File: config.mk
export PLATFORM = sky130hd
export DESIGN_NAME = ram_seq_ctrl
export DESIGN_NICKNAME = d
export VERILOG_FILES = /design/src/rtl/ram_pkg.sv /design/src/rtl/ram_fill_gen.sv /design/src/rtl/ram_seq_ctrl.sv
export SDC_FILE = /design/constraint.sdc
export NUM_CORES = 1
export LEC_CHECK = 0
export BUFFER_PORTS_ARGS = -buffer_cell sky130_fd_sc_hd__clkbuf_2
export CAP_MARGIN = 40
export CELL_PAD_IN_SITES_DETAIL_PLACEMENT = 1
export CELL_PAD_IN_SITES_GLOBAL_PLACEMENT = 1
export CORE_ASPECT_RATIO = 1.75
export CORE_MARGIN = 3
export CORE_UTILIZATION = 41
export CTS_CLUSTER_SIZE = 28
export DETAILED_ROUTE_END_ITERATION = 10
export PLACE_DENSITY = 0.95
export SLEW_MARGIN = 20
export SYNTH_ARGS = -nofsm -noshare
export SYNTH_HDL_FRONTEND = slang
export SYNTH_SLANG_ARGS = --single-unit
File: constraint.sdc
create_clock -name clk -period 4.69 [get_ports clk]
set_input_delay 1.407 -clock clk [delete_from_list [all_inputs] [get_ports clk]]
set_output_delay 1.407 -clock clk [all_outputs]
set_load 0.005 [all_outputs]
File: src/rtl/ram_pkg.sv
// Shared definitions for the RAM sequencing controller: default geometry,
// controller state encoding and the fill test pattern.
package ram_pkg;

    localparam int AW_DEF    = 10;
    localparam int DW_DEF    = 8;
    localparam int DEPTH_DEF = 1 << AW_DEF;

    typedef enum logic [2:0] {
        IDLE    = 3'd0,
        W_SETUP = 3'd1,
        W_PULSE = 3'd2,
        W_HOLD  = 3'd3,
        R_SETUP = 3'd4,
        R_CAPT  = 3'd5,
        R_RESP  = 3'd6
    } state_t;

    // Fill pattern: twice the address; callers truncate to their data width,
    // which gives the mod 2^DW wrap.
    function automatic logic [31:0] fill_pattern(input logic [31:0] addr);
        return addr << 1;
    endfunction

endpackage

File: src/rtl/ram_fill_gen.sv
// Fill engine counters: tracks the address currently being written and the
// words still to go, and offers the following address/data to the FSM.
module ram_fill_gen
    import ram_pkg::*;
#(
    parameter int AW = AW_DEF,
    parameter int DW = DW_DEF
) (
    input  logic          clk,
    input  logic          rst,
    input  logic          i_load,
    input  logic          i_step,
    input  logic [AW-1:0] i_base,
    input  logic [AW:0]   i_count,
    output logic [DW-1:0] o_base_data,
    output logic [AW-1:0] o_next_addr,
    output logic [DW-1:0] o_next_data,
    output logic          o_last
);

    logic [AW-1:0] r_addr;
    logic [AW:0]   r_remain;
    logic [AW-1:0] w_next_addr;

    // Address increment wraps naturally at 2^AW.
    assign w_next_addr = r_addr + 1'b1;

    assign o_base_data = DW'(fill_pattern(32'(i_base)));
    assign o_next_addr = w_next_addr;
    assign o_next_data = DW'(fill_pattern(32'(w_next_addr)));
    // Remaining count includes the word in flight, so 1 means it is the last.
    assign o_last      = (r_remain == {{AW{1'b0}}, 1'b1});

    // Load on fill start, advance once per completed word.
    always_ff @(posedge clk) begin
        if (rst) begin
            r_addr   <= '0;
            r_remain <= '0;
        end else if (i_load) begin
            r_addr   <= i_base;
            r_remain <= i_count;
        end else if (i_step) begin
            r_addr   <= w_next_addr;
            r_remain <= r_remain - 1'b1;
        end
    end

endmodule

File: src/rtl/ram_seq_ctrl.sv
// Clocked front-end for a single-port RAM with combinational read: turns
// valid/ready requests into setup/pulse/hold writes and registered reads,
// and runs a self-timed pattern fill over an address range.
module ram_seq_ctrl
    import ram_pkg::*;
#(
    parameter int AW = AW_DEF,
    parameter int DW = DW_DEF
) (
    input  logic          clk,
    input  logic          rst,
    input  logic          req_valid,
    output logic          req_ready,
    input  logic          req_we,
    input  logic [AW-1:0] req_addr,
    input  logic [DW-1:0] req_wdata,
    output logic          rsp_valid,
    input  logic          rsp_ready,
    output logic [DW-1:0] rsp_data,
    input  logic          fill_start,
    input  logic [AW-1:0] fill_base,
    input  logic [AW:0]   fill_count,
    output logic          fill_busy,
    output logic          fill_done,
    output logic [AW-1:0] mem_addr,
    output logic [DW-1:0] mem_din,
    output logic          mem_wr,
    output logic          mem_cs,
    input  logic [DW-1:0] mem_dout
);

    state_t        r_state;
    logic          r_req_ready;
    logic          r_rsp_valid;
    logic [DW-1:0] r_rsp_data;
    logic          r_fill_busy;
    logic          r_fill_done;
    logic [AW-1:0] r_mem_addr;
    logic [DW-1:0] r_mem_din;
    logic          r_mem_wr;
    logic          r_mem_cs;

    logic          w_accept;
    logic          w_fill_go;
    logic          w_fill_load;
    logic          w_fill_step;
    logic          w_fill_last;
    logic [DW-1:0] w_base_data;
    logic [AW-1:0] w_next_addr;
    logic [DW-1:0] w_next_data;

    assign req_ready = r_req_ready;
    assign rsp_valid = r_rsp_valid;
    assign rsp_data  = r_rsp_data;
    assign fill_busy = r_fill_busy;
    assign fill_done = r_fill_done;
    assign mem_addr  = r_mem_addr;
    assign mem_din   = r_mem_din;
    assign mem_wr    = r_mem_wr;
    assign mem_cs    = r_mem_cs;

    // A fill start in IDLE takes priority; the competing request stays
    // pending because it is not accepted this cycle.
    assign w_fill_go   = fill_start && (r_state == IDLE) && !r_fill_busy;
    assign w_fill_load = w_fill_go && (fill_count != '0);
    assign w_accept    = req_valid && r_req_ready && !w_fill_go;
    assign w_fill_step = (r_state == W_HOLD) && r_fill_busy && !w_fill_last;

    ram_fill_gen #(
        .AW (AW),
        .DW (DW)
    ) u_fill_gen (
        .clk         (clk),
        .rst         (rst),
        .i_load      (w_fill_load),
        .i_step      (w_fill_step),
        .i_base      (fill_base),
        .i_count     (fill_count),
        .o_base_data (w_base_data),
        .o_next_addr (w_next_addr),
        .o_next_data (w_next_data),
        .o_last      (w_fill_last)
    );

    // Main sequencer: every RAM strobe and handshake output is a register.
    always_ff @(posedge clk) begin
        if (rst) begin
            r_state     <= IDLE;
            r_req_ready <= 1'b0;
            r_rsp_valid <= 1'b0;
            r_rsp_data  <= '0;
            r_fill_busy <= 1'b0;
            r_fill_done <= 1'b0;
            r_mem_addr  <= '0;
            r_mem_din   <= '0;
            r_mem_wr    <= 1'b0;
            r_mem_cs    <= 1'b0;
        end else begin
            r_fill_done <= 1'b0;
            case (r_state)
                IDLE: begin
                    r_mem_wr <= 1'b0;
                    r_mem_cs <= 1'b0;
                    if (w_fill_go) begin
                        if (fill_count == '0) begin
                            // Empty fill: report completion without touching RAM.
                            r_fill_done <= 1'b1;
                            r_req_ready <= 1'b1;
                        end else begin
                            r_fill_busy <= 1'b1;
                            r_req_ready <= 1'b0;
                            r_mem_addr  <= fill_base;
                            r_mem_din   <= w_base_data;
                            r_mem_cs    <= 1'b1;
                            r_state     <= W_SETUP;
                        end
                    end else if (w_accept) begin
                        r_req_ready <= 1'b0;
                        r_mem_addr  <= req_addr;
                        r_mem_cs    <= 1'b1;
                        if (req_we) begin
                            r_mem_din <= req_wdata;
                            r_state   <= W_SETUP;
                        end else begin
                            r_state   <= R_SETUP;
                        end
                    end else begin
                        r_req_ready <= 1'b1;
                    end
                end
                W_SETUP: begin
                    r_mem_wr <= 1'b1;
                    r_state  <= W_PULSE;
                end
                W_PULSE: begin
                    // Address and data stay put through the hold cycle.
                    r_mem_wr <= 1'b0;
                    r_mem_cs <= 1'b0;
                    r_state  <= W_HOLD;
                end
                W_HOLD: begin
                    if (r_fill_busy && !w_fill_last) begin
                        r_mem_addr <= w_next_addr;
                        r_mem_din  <= w_next_data;
                        r_mem_cs   <= 1'b1;
                        r_state    <= W_SETUP;
                    end else begin
                        if (r_fill_busy) begin
                            r_fill_busy <= 1'b0;
                            r_fill_done <= 1'b1;
                        end
                        r_req_ready <= 1'b1;
                        r_state     <= IDLE;
                    end
                end
                R_SETUP: begin
                    // RAM read path is combinational from mem_addr.
                    r_rsp_data  <= mem_dout;
                    r_rsp_valid <= 1'b1;
                    r_mem_cs    <= 1'b0;
                    r_state     <= R_CAPT;
                end
                R_CAPT, R_RESP: begin
                    if (rsp_ready) begin
                        r_rsp_valid <= 1'b0;
                        r_req_ready <= 1'b1;
                        r_state     <= IDLE;
                    end else begin
                        r_state     <= R_RESP;
                    end
                end
                default: begin
                    r_state <= IDLE;
                end
            endcase
        end
    end

endmodule
* Word level (Yosys, flattened, before mapping)
Cells that the tools add are included.
** Storage, ports and cells
- Register bits after elaboration :: 56
- Input bits :: 53
- Output and inout port bits :: 32
- Logic and storage cells :: 103
** Operators by class
- $add $sub $neg :: 2
- Equality and inequality tests :: 15
- Muxes and demuxes :: 44
- Reduce and logical (&&, ||, !) cells :: 30
** Operator list (number)
- 10-bit 2-to-1 mux :: 6
- 8-bit 2-to-1 mux :: 5
- 11-bit 2-to-1 mux :: 2
- 10-bit case mux with 2 select lines :: 1
- 3-bit case mux with 6 select lines :: 1
- 1-bit 2-to-1 mux :: 17
- 8-bit case mux with 2 select lines :: 1
- 3-bit 2-to-1 mux :: 5
- 11-bit by 1-bit == test with 1-bit output (second input constant) :: 1
- 11-bit logical NOT :: 1
- 11-bit nonzero test :: 1
- 11-bit by 1-bit subtractor with 11-bit output (second input constant) :: 1
- 10-bit by 1-bit adder with 10-bit output (second input constant) :: 1
- 3-bit == test (second input constant) :: 3
- 3-bit != test (second input constant) :: 3
- 1-bit logical AND :: 8
- 2-bit != test (second input constant) :: 4
- 1-bit case mux with 2 select lines :: 4
- 4-bit AND reduction :: 2
- 2-bit nonzero test :: 4
- 3-bit by 2-bit == test with 1-bit output (second input constant) :: 2
- 1-bit case mux with 3 select lines :: 2
- 2-bit AND reduction :: 3
- 3-bit nonzero test :: 2
- 7 further kinds :: 11

* Longest topological paths before layout
Gate-level depths: netlist (run 1).
- Depth in word-level cells :: 8
- Gate-level depth with buffers :: 9
- Gate-level depth less buffers :: 7

* Cells and area by module
From an unflattened synthesis (run 1), not the netlist that was laid out.
** Second synthesis, totals
- Cells, all modules :: 461
- Area, all modules :: 3703.6 um2
** By module, submodules not included
- ram_seq_ctrl :: times used 1, cells an instance 261, area an instance 2140.8 um2
- ram_fill_gen :: times used 1, cells an instance 200, area an instance 1562.7 um2

* Least setup slack after synthesis (run 1)
OpenSTA, ideal clock, no wires.
- Path kind :: input -> register
- Start :: in fill_start
- End :: reg r_mem_din[3], in the netlist mem_din[3]
- Library setup time :: 0.121 ns
- Arrival time :: 2.782 ns
- Required time :: 4.569 ns
- Setup slack :: 1.787 ns
- Stages on the path :: 5
- Path through :: nand2b_1 > a31o_2 > a22o_1 > nor3_2 > mux2_2
** On the way
- Word-level cells in the longest chain between the ends :: 6
- Elaborated cells between the ends (all ways) :: 10
- Classes of those cells :: eq/ne: 3; mux: 2; reduce/logical: 5
** Ends and longest elaborated chain
- start, declared :: RTL line ram_seq_ctrl.sv:20 : input logic fill_start,
- 1-bit logical AND (*) (2 in a row) :: RTL line ram_seq_ctrl.sv:64 : assign w_fill_go = fill_start && (r_state == IDLE) && !r_fill_busy;
- 1-bit logical NOT :: RTL line ram_seq_ctrl.sv:66 : assign w_accept = req_valid && r_req_ready && !w_fill_go;
- 1-bit logical AND :: RTL line ram_seq_ctrl.sv:66
- 3-bit != test (no line)
- 5-bit AND reduction (no line)
- end signal, assigned :: RTL line ram_seq_ctrl.sv:113 : r_mem_din <= w_base_data;
- end signal, assigned :: RTL line ram_seq_ctrl.sv:122 : r_mem_din <= req_wdata;
- end signal, assigned :: RTL line ram_seq_ctrl.sv:144 : r_mem_din <= w_next_data;
- end, declared :: RTL line ram_seq_ctrl.sv:39 : logic [DW-1:0] r_mem_din;
Every way passes the cells marked *; elsewhere a longest branch is shown, timed or not.
A chain may end at the register's enable or synchronous reset.

* Worst setup path in the final report (run 1)
- Start :: in fill_start
- End :: reg u_fill_gen.r_addr[7]
** On the way
- Word-level cells in the longest chain between the ends :: 4
- Elaborated cells between the ends (all ways) :: 5
- Classes of those cells :: mux: 1; reduce/logical: 4
** Ends and longest elaborated chain
- 1-bit logical AND (*) (2 in a row) :: RTL line ram_seq_ctrl.sv:64
- 1-bit logical AND (*) :: RTL line ram_seq_ctrl.sv:65 : assign w_fill_load = w_fill_go && (fill_count != '0);
- 10-bit 2-to-1 mux / 2-bit nonzero test (equally long branches)
- end signal, assigned :: RTL line ram_fill_gen.sv:40 : r_addr <= i_base;
- end signal, assigned :: RTL line ram_fill_gen.sv:43 : r_addr <= w_next_addr;
- end, declared :: RTL line ram_fill_gen.sv:21 : logic [AW-1:0] r_addr;
Marked as above.

==> key figures, run 1 <==
Timing
  – Hold slack: 0.4691 ns
  – Final min period: 3.225 ns
  – RSZ-0062 raised after global routing: false
  – Final setup viols: 0
  – Worst slew pin tran: 0.7578 ns
  – Final Slew Violations: 0
  – Final Hold Fails: 0
  – Highest Clock Rate: 0.3101 GHz
  – Tcrit/Tclk final: 0.6876
  – Final Skew: 0.008960 ns
  – Relative slew slack: 0.4920
  – Total negative slack: 0 ns

Detailed routing
  – WL per Instance: 20.39 µm
  – Vias per cell: 6.239
  – DR iter-0 viols: 221
  – WL final: 10990 µm
  – DRT antenna net count: 0
  – DR vias: 3363
  – First-pass iteration count of the detailed router: 4
  – DRC errors left: 0

Setup path
  – CP Max Fanout: 10
  – CP max stage cell: nor2_1
  – Startpoint types: input port
  – Setup CP Type: in2reg
  – Worst Reg2Reg Path Length in Cells: 8
  – CP arrival: 3.46 ns
  – CP Buf/Inv Count: 2
  – Crit path required time: 4.92 ns
  – CP top delay family: simple AND/OR/NAND/NOR gates
  – Crit path cell chain: clkbuf_2 > nor2b_1 > nand2_1 > nor2_1 > buf_4 > a22oi_1 > a21oi_1
  – WP depth: 7
  – Register-to-Register Setup Slack: 2.03 ns
  – Max incr delay on CP: 0.57 ns
  – CP Capture Type: flip-flop

Finish
  – Leading cell type in the layout, fill and taps excluded: clkbuf_2
  – Most frequent cells in the layout: clkbuf_2, dfxtp_1, a21oi_1, nand2_1, nor2_1
  – Flip-flop and latch area: 1121 µm²
  – Fin util: 0.5086
  – Layout cells sized above 1: 0.2715
  – Area grow syn2layout: 20.17%
  – Diodes inserted: 0
  – Final net count: 508
  – Fillers: 931
  – Multi-input combinational cell area: 1833 µm²

Clock tree
  – Clock Pin Slew Worst Setup and Hold Paths: 0.08 ns
  – Post-CTS setup buffer count: 0
  – Root Driver: clkbuf_16
  – Post-CTS sizing: 0
  – Total CTS buffers: 5
  – Hold-fix buffers at CTS: 0
  – H-Tree Depth: 2
  – CTS sink cnt: 56
  – Clk buf depth: 2
  – Skew-Pair Late Insertion Delay: 0.30 ns
  – CTS tree: yes

GRT
  – Vias in the first global route: 3567
  – First-pass GRT wire length: 17480 µm
  – Initial antenna violation count: 0
  – GRT overflow: 0
  – Largest net degree at the start of global routing: 52
  – Total GRT Usage: 0.2589

Floorplanning
  – Die Wd: 71.55 µm
  – # IOs: 85
  – Core Box Area: 7284 µm²
  – Initial Utilization: 0.4232
  – Die area: 8637 µm²
  – Die height: 120.7 µm
  – # rows: 41

Synthesis
  – Synth Instances: 376
  – Yosys warns: 0
  – Synth Register Bits: 56
  – Post-synthesis async set-or-reset flop share: 0
  – Post-synth EDFFs: 0
  – Synthesized cell area: 3083 µm²
  – Avg Inst Size Synth: 8.199 µm²
  – Top_reg_cell synth: dfxtp_1
  – Post-Syn Nets: 432
  – Yosys cell types: 61
  – Sequential share of the synthesized area: 0.3636

Pwr
  – Power per cell area: 520.3 nW/µm²
  – VDD IR-drop max: 0.3444 mV
  – Static leakage power: 1.478 nW

Place
  – GP Congestion: 0.8796
  – Buffers added on ports: 84
  – DP HPWL: 8053 µm

Worst hold path
  – Hold Path Class: reg2reg
  – Hold Path Stages: 2

Outcome
  – Outcome: complete, no violations

Run
  – Max-cap viol count: 0
[Yosys cell counts (all sizes together) (4+ instances only)]
cell    count  area share
dfxtp      56        0.36
a21oi      41       0.069
nand2      34       0.041
nor2       28       0.035
o21ai      18       0.035
nand3      17       0.028
nor3       16       0.029
clkbuf     12       0.015
a31oi      11       0.022
a211oi     10       0.024
inv         9       0.011
mux2i       9       0.029
o211ai      9       0.022
or3         9       0.020
buf         8       0.016
nor2b       8       0.016
a22oi       7       0.023
and3        6       0.012
mux2        6       0.022
nand2b      5       0.010
xnor2       5       0.014
a32oi       4       0.011
nand4       4      0.0081
or4         4       0.011
[routing by layer]
layer | global-route usage | wire length, µm | vias to the layer above
li1 | - | - | 1558
met3 | 0.04992 | 576 | 46
met5 | 0 | 0 | -
met2 | 0.4579 | 5892 | 135
met1 | 0.2674 | 3829 | 1624
met4 | 0.1753 | 690 | 0
[flip-flops by register name, indices dropped and copies added (netlist names), 3 cells and up]
register	count
rsp_data	8
r_state	3
mem_din	8
mem_addr	10
u_fill_gen.r_remain	11
u_fill_gen.r_addr	10
[worst reg2reg max path: cells and delay by family (launching register included)]
| kind | cells | cell delay (ns) |
|---|---|---|
| buffers and inverters | 2 | 0.33 |
| flip-flops | 1 | 0.34 |
| adder cells (fa/ha/maj) | 1 | 0.21 |
| AND/OR/NAND/NOR | 3 | 1.37 |
| AO/OA/AOI/OAI | 2 | 0.29 |
[kinds of logic after synthesis]
group	count (synthesis)	share of synthesized area
simple gates	142	0.2366
buf+inv	29	0.04180
mux	15	0.05114
compound gates	124	0.2748
flops	56	0.3636
fa+ha+maj	3	0.01218
xor+xnor	7	0.01989
[final timing paths]
| path | endpoint | startpoint |
|---|---|---|
| max | u_fill_gen.r_addr[7] | fill_start |
| min reg2reg | mem_din[0] | mem_din[0] |
| min | mem_din[0] | mem_din[0] |
| max reg2reg | u_fill_gen.r_addr[2] | u_fill_gen.r_remain[1] |
[cell type report]
type | instances | share of cell area
multi-input combinational | 291 | 0.4948
sequential | 56 | 0.3026
timing repair buffer | 89 | 0.1246
clock buffer | 5 | 0.03377
tap | 86 | 0.02904
inverter | 9 | 0.009119
clock inverter | 3 | 0.006079
[stage by stage]
step,power [mW],area [µm²],instances,setup WS (ns)
2_1_floorplan,1.226,3083,376,1.787
3_3_place_gp,1.470,3531,528,1.176
3_5_place_dp,1.514,3546,530,1.251
4_1_cts,1.912,3694,538,1.505
5_1_grt,2.047,3705,539,1.247
6_report,1.928,3705,539,1.465
[power by group]
| group | leakage, nW | internal [mW] | switching (mW) |
|---|---|---|---|
| Combinational | 0.945 | 0.329 | 0.489 |
| Sequential | 0.459 | 0.602 | 0.121 |
| Clock | 0.0742 | 0.201 | 0.186 |
| Total | 1.48 | 1.13 | 0.796 |
No activity file was read; power rests on OpenSTA's default activity.
==> inputs of run 2 (changes only) <==
--- a/config.mk
+++ b/config.mk
@@ -11,10 +11,10 @@
 export CELL_PAD_IN_SITES_GLOBAL_PLACEMENT = 1
 export CORE_ASPECT_RATIO = 1.75
 export CORE_MARGIN = 3
-export CORE_UTILIZATION = 41
+export CORE_UTILIZATION = 38
 export CTS_CLUSTER_SIZE = 28
 export DETAILED_ROUTE_END_ITERATION = 10
-export PLACE_DENSITY = 0.95
+export PLACE_DENSITY = 0.91
 export SLEW_MARGIN = 20
 export SYNTH_ARGS = -nofsm -noshare
 export SYNTH_HDL_FRONTEND = slang
==> constraint.sdc (replaced) <==
create_clock -name clk -period 3.3 [get_ports clk]
set_input_delay 0.99 -clock clk [delete_from_list [all_inputs] [get_ports clk]]
set_output_delay 0.99 -clock clk [all_outputs]
set_load 0.005 [all_outputs]
==> run 2 against run 1 <==
Critical path depth stayed put. Global-route usage is 0.56 points lower. Design area grew 1.1%. Largest power group unchanged.
==> key figures, run 2 (synthesis gave the netlist of run 1 again) <==
Outcome
  – Outcome: complete, no violations

Setup path
  – CP Buf/Inv Count: 2
  – Register-to-Register Setup Slack: 0.72 ns
  – Worst Setup SP: fill_count[0]
  – Crit path required time: 3.49 ns
  – Worst Reg2Reg Path Length in Cells: 7
  – Crit path cell chain: clkbuf_2 > nor4_1 > buf_4 > a31o_2 > a22o_1 > nor3_2 > mux2_2
  – Reg-to-Reg End: u_fill_gen.r_addr[5]
  – WP depth: 7
  – CP top delay family: simple AND/OR/NAND/NOR gates
  – CP arrival: 2.79 ns
  – CP Capture Type: flip-flop
  – Reg-to-Reg Start: u_fill_gen.r_remain[1]
  – CP Max Fanout: 8
  – Startpoint types: input port
  – Setup CP Type: in2reg
  – Max incr delay on CP: 0.54 ns
  – Critical path destination: mem_din[4]
  – CP max stage cell: nor3_2

Floorplanning
  – Initial Utilization: 0.3991
  – Die height: 125.2 µm
  – Core Box Area: 7725 µm²
  – # IOs: 85
  – Die Wd: 74.09 µm
  – Die area: 9273 µm²
  – # rows: 42

Place
  – DP HPWL: 8614 µm
  – GP Congestion: 0.9155
  – Buffers added on ports: 84
  – Pre-CTS setup slack: 0.3867 ns
  – DP Area: 3608 µm²

Timing
  – Final Hold Fails: 0
  – Fin worst setup slack: 0.7033 ns
  – Tcrit/Tclk final: 0.7869
  – Total negative slack: 0 ns
  – Final Skew: 0.007230 ns
  – Final min period: 2.597 ns
  – Final Slew Violations: 0
  – Worst slew pin tran: 0.6437 ns
  – RSZ-0062 raised after global routing: false
  – Highest Clock Rate: 0.3851 GHz
  – Relative slew slack: 0.5704
  – Final setup viols: 0

Clock tree
  – CTS tree: yes
  – Clk buf depth: 2
  – Clock Pin Slew Worst Setup and Hold Paths: 0.07 ns
  – Hold-fix buffers at CTS: 0
  – Post-CTS setup buffer count: 0
  – Total CTS buffers: 5
  – Root Driver: clkbuf_16
  – Skew-Pair Late Insertion Delay: 0.30 ns
  – Post-CTS sizing: 0
  – H-Tree Depth: 2
  – CTS sink cnt: 56

Pwr
  – Switching Share: 0.4084
  – Cell-internal power: 1.616 mW
  – Logic gate share of total power: 0.428
  – Clock share of power: 0.195
  – Power per cell area: 729.2 nW/µm²
  – Sequential Power Share: 0.377
  – Total power: 2.732 mW
  – Static leakage power: 1.502 nW
  – VDD IR-drop max: 0.3520 mV
  – Switch Pwr: 1.116 mW

Finish
  – Flip-flop and latch area: 1121 µm²
  – Top reg by flops: u_fill_gen.r_remain
  – Design Area, Final: 3746 µm²
  – Max reg flops: 11
  – Leading cell type in the layout, fill and taps excluded: clkbuf_2
  – Area grow syn2layout: 21.51%
  – Layout cells sized above 1: 0.2810
  – Fillers: 996
  – Final net count: 515
  – Diodes inserted: 0
  – Fin util: 0.4849
  – Most frequent cells in the layout: clkbuf_2, dfxtp_1, a21oi_1, nand2_1, nor2_1
  – Multi-input combinational cell area: 1833 µm²

Run
  – Max-cap viol count: 0

Detailed routing
  – WL per Instance: 20.41 µm
  – DRC errors left: 0
  – Vias per cell: 6.155
  – First-pass iteration count of the detailed router: 4
  – WL final: 11160 µm
  – DR vias: 3367
  – DR iter-0 viols: 179
  – DRT antenna net count: 0

GRT
  – Largest net degree at the start of global routing: 39
  – GRT overflow: 0
  – Total GRT Usage: 0.2533
  – First-pass GRT wire length: 18200 µm
  – Initial antenna violation count: 0
  – Vias in the first global route: 3589

Worst hold path
  – Hold Path Class: reg2reg
run 2: changes by cell type in the layout (fill, tap and decap cells not counted), sizes merged:
cell,before,now
clkinv,2,1
buf,5,12
inv,10,9
clkinvlp,0,1
run 2: how the worst min path moves through the flow:
stage                         start              endpoint  cells past startpoint
3_3_place_gp   u_fill_gen.r_addr[8]  u_fill_gen.r_addr[8]                      2
5_1_grt        u_fill_gen.r_addr[8]  u_fill_gen.r_addr[8]                      2
4_1_cts        u_fill_gen.r_addr[8]  u_fill_gen.r_addr[8]                      2
6_report                 mem_din[0]            mem_din[0]                      2
2_1_floorplan  u_fill_gen.r_addr[8]  u_fill_gen.r_addr[8]                      2
3_5_place_dp             mem_din[0]            mem_din[0]                      2
run 2: power by group through the flow:
stage / Clock, mW / Combinational (mW) / Sequential (mW)
after floorplan: 0 / 0.758 / 0.984
after global placement: 0 / 1.11 / 1.03
after detailed placement: 0 / 1.16 / 1.04
after CTS: 0.539 / 1.17 / 1.03
after global routing: 0.565 / 1.30 / 1.05
final: 0.533 / 1.17 / 1.03
run 2: routing by layer:
| metal | global-route usage | routed length (µm) | vias to the layer above |
|---|---|---|---|
| li1 | - | - | 1573 |
| met1 | 0.2610 | 3873 | 1632 |
| met2 | 0.4393 | 5989 | 121 |
| met3 | 0.05622 | 542 | 41 |
| met4 | 0.1654 | 758 | 0 |
| met5 | 0 | 0 | - |
run 2: layout make-up:
class                           instances  share of cell area
Multi-Input combinational cell        291              0.4893
Sequential cell                        56              0.2993
Timing Repair Buffer                   96              0.1363
Clock buffer                            5             0.03340
Tap cell                               88             0.02939
Inverter                                9            0.009018
Clock inverter                          2            0.003340
run 2: worst min-delay path, cell delays in order (launching register included):
cell and delay (ns):
dfxtp_1 0.32, nand2_1 0.05, mux2i_1 0.05
run 2: metrics by stage:
step / cells / hold WS, ns
final: 547 / 0.4681
after global routing: 547 / 0.4932
after CTS: 547 / 0.4747
after detailed placement: 540 / 0.4615
after global placement: 539 / 0.4520
after floorplan: 376 / 0.4434
==> inputs of run 3 (changes only) <==
==> constraint.sdc (replaced) <==
create_clock -name clk -period 2.4 [get_ports clk]
set_input_delay 0.72 -clock clk [delete_from_list [all_inputs] [get_ports clk]]
set_output_delay 0.72 -clock clk [all_outputs]
set_load 0.005 [all_outputs]
==> run 3 against run 2 <==
Hold slack gained 0.0050 ns. Clock power grew 56%. Power grew 50%. Design area grew 7.0%. Critical path depth grew 1. Sequential power grew 37%. Sequential share of layout area shrank 2.0 points. First-iteration DRC count shrank 15%. Clock-buffer cell count grew 1. Global-route usage shrank 0.076 points. Core utilization grew 3.4 points. Combinational power grew 58%.
==> key figures, run 3 (synthesis gave the netlist of run 1 again) <==
Outcome
  – Outcome: complete, no violations

GRT
  – Total GRT Usage: 0.2526
  – First-pass GRT wire length: 18330 µm
  – Initial antenna violation count: 0
  – GRT overflow: 0
  – Largest net degree at the start of global routing: 38
  – Vias in the first global route: 3705

Detailed routing
  – WL per Instance: 19.95 µm
  – WL final: 11390 µm
  – Vias per cell: 6.063
  – DR vias: 3462
  – DRT antenna net count: 0
  – DR iter-0 viols: 153
  – DRC errors left: 0
  – First-pass iteration count of the detailed router: 4

Finish
  – Layout cells sized above 1: 0.3209
  – Most frequent cells in the layout: clkbuf_2, dfxtp_1, a21oi_1, nand2_1, buf_4
  – Area grow syn2layout: 30.07%
  – Final net count: 538
  – Diodes inserted: 0
  – Fin util: 0.5191
  – Leading cell type in the layout, fill and taps excluded: clkbuf_2
  – Top reg by flops: u_fill_gen.r_remain
  – Layout Cells excl Fill: 571
  – Max reg flops: 11

Run
  – Max-cap viol count: 0

Clock tree
  – CTS sink cnt: 56
  – Clock Pin Slew Worst Setup and Hold Paths: 0.07 ns
  – H-Tree Depth: 2
  – Skew-Pair Late Insertion Delay: 0.30 ns
  – Root Driver: clkbuf_16
  – Total CTS buffers: 5
  – Hold-fix buffers at CTS: 0
  – Clk buf depth: 2
  – CTS tree: yes

Timing
  – Relative slew slack: 0.6277
  – Final Slew Violations: 0
  – Fin worst setup slack: 0.1180 ns
  – RSZ-0062 raised after global routing: false
  – Highest Clock Rate: 0.4382 GHz
  – Worst slew pin tran: 0.5534 ns
  – Tcrit/Tclk final: 0.9508
  – Final Hold Fails: 0
  – Final min period: 2.282 ns
  – Final setup viols: 0
  – Final Skew: 0.007838 ns

Floorplanning
  – Core Box Area: 7725 µm²
  – Initial Utilization: 0.3991
  – Die area: 9273 µm²
  – Die Wd: 74.09 µm
  – # rows: 42
  – Die height: 125.2 µm
  – # IOs: 85

Worst hold path
  – HP Start: u_fill_gen.r_addr[8]
  – Hold Path Class: reg2reg

Setup path
  – CP Max Fanout: 3
  – CP arrival: 2.47 ns
  – Crit path cell chain: inv_1 > ha_2 > nor4b_1 > a31o_2 > a22o_1 > nor3_2 > buf_4 > mux2_2
  – CP max stage cell: dfxtp_1
  – CP Capture Type: flip-flop
  – Setup CP Type: reg2reg
  – Max incr delay on CP: 0.38 ns
  – Worst Setup SP: u_fill_gen.r_remain[1]
  – Crit path required time: 2.59 ns
  – Reg-to-Reg Start: u_fill_gen.r_remain[1]
  – Startpoint types: flip-flop

Place
  – Buffers added on ports: 84
  – Pre-CTS setup slack: -0.05135 ns
  – GP Congestion: 1.006
  – Placed Cells: 562
  – DP HPWL: 8828 µm

Pwr
  – VDD IR-drop max: 0.5346 mV
  – Static leakage power: 1.648 nW
  – Power per cell area: 1021 nW/µm²
[run 3: critical path: cells and delay by family (launching register included)]
kind | cells | cell delay, ns
flops | 1 | 0.38
buf+inv | 2 | 0.28
compound gates | 2 | 0.54
fa+ha+maj | 1 | 0.21
mux | 1 | 0.33
simple gates | 2 | 0.44
[run 3: cell type report]
cell class              count  area (µm²)
fillers                   989        3715
multi-input cells         291        1848
flip-flops and latches     56        1121
repair buffers            119       733.2
clock buffers               6       128.9
well taps                  88       110.1
clock inverters             2       35.03
inverters                   9       33.78
[run 3: report_power, final]
part	internal [mW]	switching, mW	leakage, nW	total (mW)
registers	1.18	0.233	0.459	1.41
logic	0.855	0.997	1.11	1.85
clock network	0.492	0.340	0.0808	0.831
[run 3: routing by layer]
layer	vias up	track usage	part of all wire
met5	-	0	0
met2	112	0.4545	0.55
met1	1687	0.2611	0.35
met3	43	0.04819	0.049
met4	0	0.1398	0.052
li1	1620	-	-
[run 3: path summary, 6_finish.rpt]
path,cells past startpoint,to,slack [ns]
max,8,mem_din[3],0.12
min,2,u_fill_gen.r_addr[8],0.47
min reg2reg,2,u_fill_gen.r_addr[8],0.47
max reg2reg,8,mem_din[3],0.12
[run 3: timing repair]
item                       in CTS  in global routing
gates resized for setup         1                  3
buffers inserted                0                  1
setup endpoints to repair       7                 18
pin swaps                       0                  1
[run 3: per-stage QoR]
stage	power (mW)	hold slack, ns	instance area, µm²	TNS, ns
global route	4.358	0.5004	4010	0
finish	4.094	0.4732	4010	0
CTS	4.089	0.4765	3993	0
global placement	3.156	0.4494	3816	-0.04622
floorplan	2.396	0.4434	3083	0
detailed placement	3.234	0.4663	3824	-0.2165
